**config.mk**
```make
export PLATFORM = sky130hd
export DESIGN_NAME = eu_tag_arbiter_flat
export DESIGN_NICKNAME = d
export VERILOG_FILES = /design/src/rtl/eu_tag_arbiter_if.sv /design/src/rtl/eu_tag_arbiter.sv /design/src/flat_wrapper.sv
export SDC_FILE = /design/constraint.sdc
export NUM_CORES = 1
export LEC_CHECK = 0
export ABC_CLOCK_PERIOD_IN_PS = 9800
export BUFFER_PORTS_ARGS = -buffer_cell sky130_fd_sc_hd__clkbuf_2
export CAP_MARGIN = 10
export CORE_MARGIN = 2
export CORE_UTILIZATION = 60
export DETAILED_ROUTE_END_ITERATION = 7
export HOLD_SLACK_MARGIN = 0.06
export PLACE_DENSITY_LB_ADDON = 0.05
export SLEW_MARGIN = 30
export SYNTH_ARGS = -nofsm -noshare
export SYNTH_HDL_FRONTEND = slang
export SYNTH_SLANG_ARGS = --single-unit
```
**constraint.sdc**
```tcl
create_clock -name clk_i -period 9.8 [get_ports clk_i]
set_clock_uncertainty 0.2 [all_clocks]
set_input_delay 1.96 -clock clk_i [delete_from_list [all_inputs] [get_ports clk_i]]
set_output_delay 1.96 -clock clk_i [all_outputs]
set_load 0.05 [all_outputs]
```
**src/rtl/eu_tag_arbiter_if.sv**
```systemverilog
// eu_tag_arbiter_if: EU completion handshake plus the registered dispatcher completion port
interface eu_tag_arbiter_if #(
    parameter int NumEus   = 4,
    parameter int TagWidth = 3
);
    logic [NumEus-1:0]                eu_valid_i;
    logic [NumEus-1:0][TagWidth-1:0]  eu_tag_i;
    logic [NumEus-1:0]                eu_ready_o;
    logic                             disp_valid_o;
    logic [TagWidth-1:0]              disp_tag_o;
    modport master (output eu_valid_i, eu_tag_i, input eu_ready_o, disp_valid_o, disp_tag_o);
    modport slave  (input eu_valid_i, eu_tag_i, output eu_ready_o, disp_valid_o, disp_tag_o);
endinterface

```
**src/rtl/eu_tag_arbiter.sv**
```systemverilog
// eu_tag_arbiter: per-EU completion FIFOs, round-robin merge onto the dispatcher port, in-flight tag tracking
module eu_tag_arbiter #(
    parameter int NumTags   = 8,
    parameter int NumEus    = 4,
    parameter int FifoDepth = 2,
    parameter int TagWidth  = $clog2(NumTags),
    parameter int CntWidth  = $clog2(NumTags + 1)
) (
    input  logic                clk_i,
    input  logic                rst_i,
    input  logic                alloc_valid_i,
    input  logic [TagWidth-1:0] alloc_tag_i,
    eu_tag_arbiter_if.slave     bus,
    output logic [CntWidth-1:0] inflight_cnt_o,
    output logic                idle_o,
    output logic                error_o
);
    localparam int EuW  = NumEus > 1 ? $clog2(NumEus) : 1;
    localparam int PtrW = FifoDepth > 1 ? $clog2(FifoDepth) : 1;
    localparam int OccW = $clog2(FifoDepth + 1);

    logic [NumEus-1:0][FifoDepth-1:0][TagWidth-1:0] mem_q;
    logic [NumEus-1:0][PtrW-1:0] wr_q, rd_q;
    logic [NumEus-1:0][OccW-1:0] occ_q;
    logic [NumEus-1:0] empty, full, push, pop;
    logic [EuW-1:0] rr_q, gnt;
    logic gnt_valid;
    logic [TagWidth-1:0] head;
    logic [NumTags-1:0] inflight_q, set_vec, clr_vec, inflight_d;
    logic [CntWidth-1:0] cnt_d;
    logic err_d;
    logic disp_valid_q;
    logic [TagWidth-1:0] disp_tag_q;

    always_comb begin
        for (int i = 0; i < NumEus; i++) begin
            empty[i] = occ_q[i] == '0;
            full[i]  = occ_q[i] == OccW'(FifoDepth);
            push[i]  = bus.eu_valid_i[i] && !full[i];
            pop[i]   = gnt_valid && gnt == EuW'(i);
        end
    end

    // Scan farthest-first so the nearest non-empty FIFO after rr_q overwrites earlier hits
    always_comb begin
        gnt_valid = 1'b0;
        gnt       = '0;
        for (int k = NumEus - 1; k >= 0; k--) begin
            if (!empty[(int'(rr_q) + k) % NumEus]) begin
                gnt_valid = 1'b1;
                gnt       = EuW'((int'(rr_q) + k) % NumEus);
            end
        end
    end

    assign head = mem_q[gnt][rd_q[gnt]];

    always_comb begin
        set_vec    = alloc_valid_i ? NumTags'(1) << alloc_tag_i : '0;
        clr_vec    = gnt_valid ? NumTags'(1) << head : '0;
        inflight_d = (inflight_q & ~clr_vec) | set_vec;
        cnt_d      = '0;
        for (int t = 0; t < NumTags; t++) cnt_d = cnt_d + CntWidth'(inflight_d[t]);
        err_d = error_o
              | (|(bus.eu_valid_i & full))
              | (gnt_valid && !inflight_q[head])
              | (alloc_valid_i && inflight_q[alloc_tag_i] && !clr_vec[alloc_tag_i]);
    end

    always_ff @(posedge clk_i) begin
        for (int i = 0; i < NumEus; i++)
            if (push[i]) mem_q[i][wr_q[i]] <= bus.eu_tag_i[i];
    end

    always_ff @(posedge clk_i) begin
        if (rst_i) begin
            wr_q           <= '0;
            rd_q           <= '0;
            occ_q          <= '0;
            rr_q           <= '0;
            disp_valid_q   <= 1'b0;
            disp_tag_q     <= '0;
            inflight_q     <= '0;
            inflight_cnt_o <= '0;
            error_o        <= 1'b0;
        end else begin
            for (int i = 0; i < NumEus; i++) begin
                if (push[i]) wr_q[i] <= wr_q[i] == PtrW'(FifoDepth - 1) ? '0 : wr_q[i] + 1'b1;
                if (pop[i]) rd_q[i] <= rd_q[i] == PtrW'(FifoDepth - 1) ? '0 : rd_q[i] + 1'b1;
                occ_q[i] <= occ_q[i] + OccW'(push[i]) - OccW'(pop[i]);
            end
            rr_q           <= gnt_valid ? (gnt == EuW'(NumEus - 1) ? '0 : gnt + 1'b1) : rr_q;
            disp_valid_q   <= gnt_valid;
            disp_tag_q     <= gnt_valid ? head : disp_tag_q;
            inflight_q     <= inflight_d;
            inflight_cnt_o <= cnt_d;
            error_o        <= err_d;
        end
    end

    assign bus.eu_ready_o   = ~full;
    assign bus.disp_valid_o = disp_valid_q;
    assign bus.disp_tag_o   = disp_tag_q;
    assign idle_o           = &empty && !disp_valid_q;
endmodule

```
**src/flat_wrapper.sv**
```systemverilog
// flat-port wrapper written by rule: the top's interface ports become plain ports
module eu_tag_arbiter_flat 
#(
    parameter int NumTags   = 8,
    parameter int NumEus    = 4,
    parameter int FifoDepth = 2,
    parameter int TagWidth  = $clog2(NumTags),
    parameter int CntWidth  = $clog2(NumTags + 1)
)
  (clk_i, rst_i, alloc_valid_i, alloc_tag_i, inflight_cnt_o, idle_o, error_o, bus_eu_valid_i, bus_eu_tag_i, bus_eu_ready_o, bus_disp_valid_o, bus_disp_tag_o);
  eu_tag_arbiter_if #(.NumEus(NumEus), .TagWidth(TagWidth)) bus_i ();
  input  logic clk_i;
  input  logic rst_i;
  input  logic alloc_valid_i;
  input  logic [TagWidth-1:0] alloc_tag_i;
  output logic [CntWidth-1:0] inflight_cnt_o;
  output logic idle_o;
  output logic error_o;
  input wire logic [$bits(bus_i.eu_valid_i)-1:0] bus_eu_valid_i;
  input wire logic [$bits(bus_i.eu_tag_i)-1:0] bus_eu_tag_i;
  output wire logic [$bits(bus_i.eu_ready_o)-1:0] bus_eu_ready_o;
  output wire logic [$bits(bus_i.disp_valid_o)-1:0] bus_disp_valid_o;
  output wire logic [$bits(bus_i.disp_tag_o)-1:0] bus_disp_tag_o;
  assign bus_i.eu_valid_i = bus_eu_valid_i;
  assign bus_i.eu_tag_i = bus_eu_tag_i;
  assign bus_eu_ready_o = bus_i.eu_ready_o;
  assign bus_disp_valid_o = bus_i.disp_valid_o;
  assign bus_disp_tag_o = bus_i.disp_tag_o;
  eu_tag_arbiter #(.NumTags(NumTags), .NumEus(NumEus), .FifoDepth(FifoDepth), .TagWidth(TagWidth), .CntWidth(CntWidth)) u_core (.clk_i(clk_i), .rst_i(rst_i), .alloc_valid_i(alloc_valid_i), .alloc_tag_i(alloc_tag_i), .bus(bus_i), .inflight_cnt_o(inflight_cnt_o), .idle_o(idle_o), .error_o(error_o));
endmodule
```
[Word level (Yosys, flattened, before mapping)]
Index checks and enable logic that the tools add are counted.
Cells by class
  shift-type cells: 2
  reductions and logical operators: 33
  muxes and demuxes: 54
  $lt $le $gt $ge: 16
  equality and inequality tests: 7
  add/subtract/negate cells: 27
  bitwise logic cells: 11
Operators by type and width (number)
  adder 4 x 1 -> 4 bit: 6
  bitwise mux 6 bit: 4
  2-to-1 mux 1 bit: 23
  less-than comparator 3 x 4 -> 1 bit (second input constant): 5
  2-to-1 mux 3 bit: 6
  logical AND 1 bit: 16
  2-to-1 mux 8 bit: 2
  left shift 1 x 3 -> 8 bit (first input constant): 2
  binary-select mux 6 bit (select 2 bit): 1
  demux 3 bit (select 1 bit): 4
  == test 2 bit (second input constant): 6
  binary-select mux 1 bit (select 2 bit): 5
  logical NOT 2 bit: 5
  less-than comparator 1 x 2 -> 1 bit (second input constant): 5
  2-to-1 mux 2 bit: 5
  binary-select mux 1 bit (select 3 bit): 3
  adder 1 bit (second input constant): 8
  adder 2 x 1 -> 2 bit: 4
  bitwise AND 8 bit: 1
  NOT 8 bit: 1
  OR 8 bit: 1
  subtractor 2 x 1 -> 2 bit: 4
  logical NOT 1 bit: 7
  less-than comparator 2 x 3 -> 1 bit (second input constant): 2
  13 further kinds: 24
Storage, ports and cells
  logic and storage cells: 176
  bits in registers: 59
  input port bits: 22
  output and inout bits: 14

[Longest topological paths before layout]
  depth in word-level cells: 26
  depth in mapped cells: 19
  mapped depth without buffers: 18

[Least setup slack after synthesis]
Ideal clock, no wire load.
  path kind: input to register
  start: input alloc_tag_i[0]
  end: register u_core.inflight_cnt_o[2]
  stages on the path: 12
  arrival: 4.513 ns
  buffers on the path: 1
  data required time: 9.472 ns
  path slack: 4.960 ns
  library setup time: 0.128 ns
  path through: clkbuf_8 > nor2b_1 > nand2_1 > nand2_1 > ha_1 > inv_1 > fa_1 > fa_1 > fa_1 > fa_1 > xor2_1 > nor2_1
On the way
  word-level cells in the longest chain between the ends: 10
Ends and longest elaborated chain
  start, declared: line flat_wrapper.sv:15  | input logic [TagWidth-1:0] alloc_tag_i;
  left shift 1 x 3 -> 8 bit: line eu_tag_arbiter.sv:59  | set_vec = alloc_valid_i ? NumTags'(1) << alloc_tag_i : '0;
  2-to-1 mux 8 bit: line eu_tag_arbiter.sv:59
  OR 8 bit: line eu_tag_arbiter.sv:61  | inflight_d = (inflight_q & ~clr_vec) | set_vec;
  named net u_core.inflight_d[1]: line eu_tag_arbiter.sv:29  | logic [NumTags-1:0] inflight_q, set_vec, clr_vec, inflight_d;
  adder 1 x 1 -> 2 bit: line eu_tag_arbiter.sv:63  | for (int t = 0; t < NumTags; t++) cnt_d = cnt_d + CntWidth'(inflight_d[t]);
  adder 4 x 1 -> 4 bit (6 in a row): line eu_tag_arbiter.sv:63
  end signal, assigned: line eu_tag_arbiter.sv:96  | inflight_cnt_o <= cnt_d;
  end, declared: line eu_tag_arbiter.sv:14  | output logic [CntWidth-1:0] inflight_cnt_o,
The timed path passes the listed nets, and every way through them passes these cells.
A chain may end at the register's enable or synchronous reset.

[Worst setup path in the final report]
  start: input alloc_valid_i
  end: register u_core.inflight_cnt_o[2]
On the way
  word-level cells in the longest chain between the ends: 9
Ends and longest elaborated chain
  start, declared: line flat_wrapper.sv:14  | input logic alloc_valid_i;
  2-to-1 mux 8 bit: line eu_tag_arbiter.sv:59
  OR 8 bit: line eu_tag_arbiter.sv:61
  named net u_core.inflight_d[0]: line eu_tag_arbiter.sv:29
  adder 1 x 1 -> 2 bit: line eu_tag_arbiter.sv:63
  adder 4 x 1 -> 4 bit (6 in a row): line eu_tag_arbiter.sv:63
The timed path passes the listed nets, and every way through them passes these cells.

==> results.cfg <==
[power_and_ir_drop]
irDropWorstVdd_mv = 0.223
pwr-share-comb = 0.533
p_int_uw = 699
seq_power_share = 0.292
p_switching_uw = 518
pwr-share-clk = 0.175
netSwitchingFraction = 0.426
leakagePower_uw = 0.00144
powerDensity_mw_per_mm2 = 355

[final_layout]
n_fill_cell = 383
final_cells = 390
layout.nets = 359
num_antenna_cells = 0
fin_util = 0.711
seq_area_mm2 = 0.00142
drive_gt1_frac = 0.214
area_growth_pct = 12.4
multiInputGateArea_mm2 = 0.00148

[sta]
period_minus_slack_ns = 4.79
timing.final.max_slew_violations = 0
tightest_slew_ns = 0.716
finalSetupViolCount = 0
hold_viol_final = 0
min_period_over_period = 0.489
holdWs_ns = 0.260
rsz0062_at_grt = false
fmax_mhz = 209
relSlewSlack = 0.523
tns_ns = 0

[floorplan]
rows = 25
die_h_um = 75.3
initial_core_util = 0.632
chipWidth_um = 75.3
io_pins = 36
dieArea_mm2 = 0.00566
core_mm2 = 0.00482

[clock_network]
cts-htree-levels = 3
postCtsSetupBuffers = 0
cts_hold_buf = 0
numCtsBuffers = 9
path_clk_slew_ns = 0.06
clock-sinks = 59
insertion_delay_ns = 0.33
cts_resized = 0
root_buffer = clkbuf_8
clockBufferDepth = 2
cts_tree = built

[route]
ant_nets = 0
route.detailed.drc = 0
drt_iter0_drc = 94
dr.pass1.iters = 4
viasPerCell = 5.36
wl_per_cell_um = 14.2
vias = 2089
routed_wl_mm = 5.56

[status]
status = finished clean

[setup_path]
cp-end-kind = register
start_kind = primary input
critPathKind = in2reg
worstPathRequired_ns = 9.79
path_max_fanout = 5
arrival_ns = 4.78

[synth]
ys_warn_count = 0
synth_edf_count = 24
synthTopCellsByCount = 36 x nor2_1, 35 x dfxtp_1, 24 x edfxtp_1
yosys_register_bits = 59
synth-async-reset-ratio = 0
yosys.area.top_type = edfxtp_1
synth_most_common_cell = nor2_1
syn_inst = 282
synth_ff_type = dfxtp_1
synth_top_area_frac = 0.237
ys_seq_area_frac = 0.467
synth.net_count = 323
ys_types = 55
syn-cell-area_mm2 = 0.00305
synth_area_leaders = edfxtp_1 24%, dfxtp_1 23%, ha_1 6.2%, nor2_1 4.4%, mux2i_1 3.9%
syn_avg_cell_area_um2 = 10.8

[placement]
port_buffers = 35
dp_cells = 374
dp_hpwl_mm = 4.28
routabilityCongestion = 0.883

[global_routing]
antenna_found_initial = 0
grt_first_pass_wirelength_mm = 9.00
grt.overflow.total = 0
grt_pass1_vias = 1898
gr-usage-all-layers = 0.222
grt_max_degree = 36

[min_path]
hold_path.class = reg2reg

[job]
maxCapViolCount = 0
==> per-layer routing <==
metal	wire length [um]	up-vias	share of wire	global-route usage
li1	-	1054	-	-
met1	2750	972	0.49	0.319
met2	2430	55	0.44	0.315
met3	273	8	0.049	0.0576
met4	102	0	0.018	0.105
met5	0	-	0	0
==> power groups by stage <==
stage	combinational, uW	clock [uW]	sequential [uW]
2_1_floorplan	505	0	386
3_3_place_gp	637	0	359
3_5_place_dp	646	0	360
4_1_cts	654	217	355
5_1_grt	719	225	363
6_report	649	213	355
==> critical path, stage by stage <==
cell	delay (ns)
clkbuf_2	0.08
nor2b_1	0.32
nand2_1	0.14
nand2_1	0.08
ha_1	0.23
inv_1	0.07
fa_1	0.43
fa_1	0.46
fa_1	0.42
fa_1	0.39
xor2_1	0.15
nor2_1	0.06
==> logic make-up after synthesis <==
kind of cell | after synthesis | share of synthesized area
flops | 59 | 0.467
compound gates | 38 | 0.0986
simple gates | 99 | 0.164
fa+ha+maj | 19 | 0.0879
buf+inv | 30 | 0.0476
mux | 18 | 0.0747
xor+xnor | 19 | 0.0608
==> cell usage in the layout, fill, tap and decap left out, drive strengths merged, types with 2 or more instances in the layout <==
| master | netlist | routed |
|---|---|---|
| and2 | 5 | 5 |
| xnor2 | 10 | 10 |
| clkbuf | 8 | 49 |
| nor3 | 2 | 2 |
| inv | 20 | 20 |
| xor2 | 9 | 9 |
| and3 | 6 | 6 |
| a22oi | 4 | 4 |
| a32oi | 3 | 3 |
| mux2i | 12 | 12 |
| a31oi | 4 | 4 |
| nand3 | 11 | 11 |
| dfxtp | 35 | 35 |
| mux2 | 3 | 3 |
| ha | 15 | 15 |
| nand2 | 20 | 20 |
| edfxtp | 24 | 24 |
| nand2b | 2 | 2 |
| o21ai | 9 | 9 |
| o211ai | 2 | 2 |
| a211oi | 2 | 2 |
| fa | 4 | 4 |
| a21oi | 8 | 8 |
| nor2 | 39 | 39 |
| nor2b | 8 | 8 |
| mux4 | 3 | 3 |
==> per-stage QoR <==
| stage | total power [uW] | worst slack (ns) | instance area, um^2 |
|---|---|---|---|
| 2_1_floorplan | 892 | 4.96 | 3050 |
| 3_3_place_gp | 996 | 4.76 | 3240 |
| 3_5_place_dp | 1010 | 4.69 | 3240 |
| 4_1_cts | 1230 | 5.02 | 3430 |
| 5_1_grt | 1310 | 4.68 | 3430 |
| 6_report | 1220 | 5.01 | 3430 |
==> state kept, by name, indices dropped and copies added, names as in the netlist <==
register	count
u_core.inflight_cnt_o	4
u_core.occ_q	8
u_core.error_o	1
u_core.inflight_q	8
u_core.mem_q	24
u_core.bus.disp_tag_o	3
u_core.bus.disp_valid_o	1
u_core.rd_q	4
u_core.wr_q	4
u_core.rr_q	2
==> path summary, 6_finish.rpt <==
kind,start,to,slack [ns],depth (start not counted)
max,alloc_valid_i,u_core.inflight_cnt_o[2],5.01,12
min,u_core.bus.disp_tag_o[1],u_core.bus.disp_tag_o[1],0.26,2
max reg2reg,u_core.rr_q[1],u_core.inflight_cnt_o[2],5.05,17
min reg2reg,u_core.bus.disp_tag_o[1],u_core.bus.disp_tag_o[1],0.26,2
==> layout make-up <==
class,instances,share of cell area
flip-flops and latches,59,0.415
multi-input cells,193,0.432
clock inverters,2,0.0110
well taps,67,0.0245
clock buffers,14,0.0446
repair buffers,35,0.0511
inverters,20,0.0219
No activity file was read; power rests on OpenSTA's default activity.
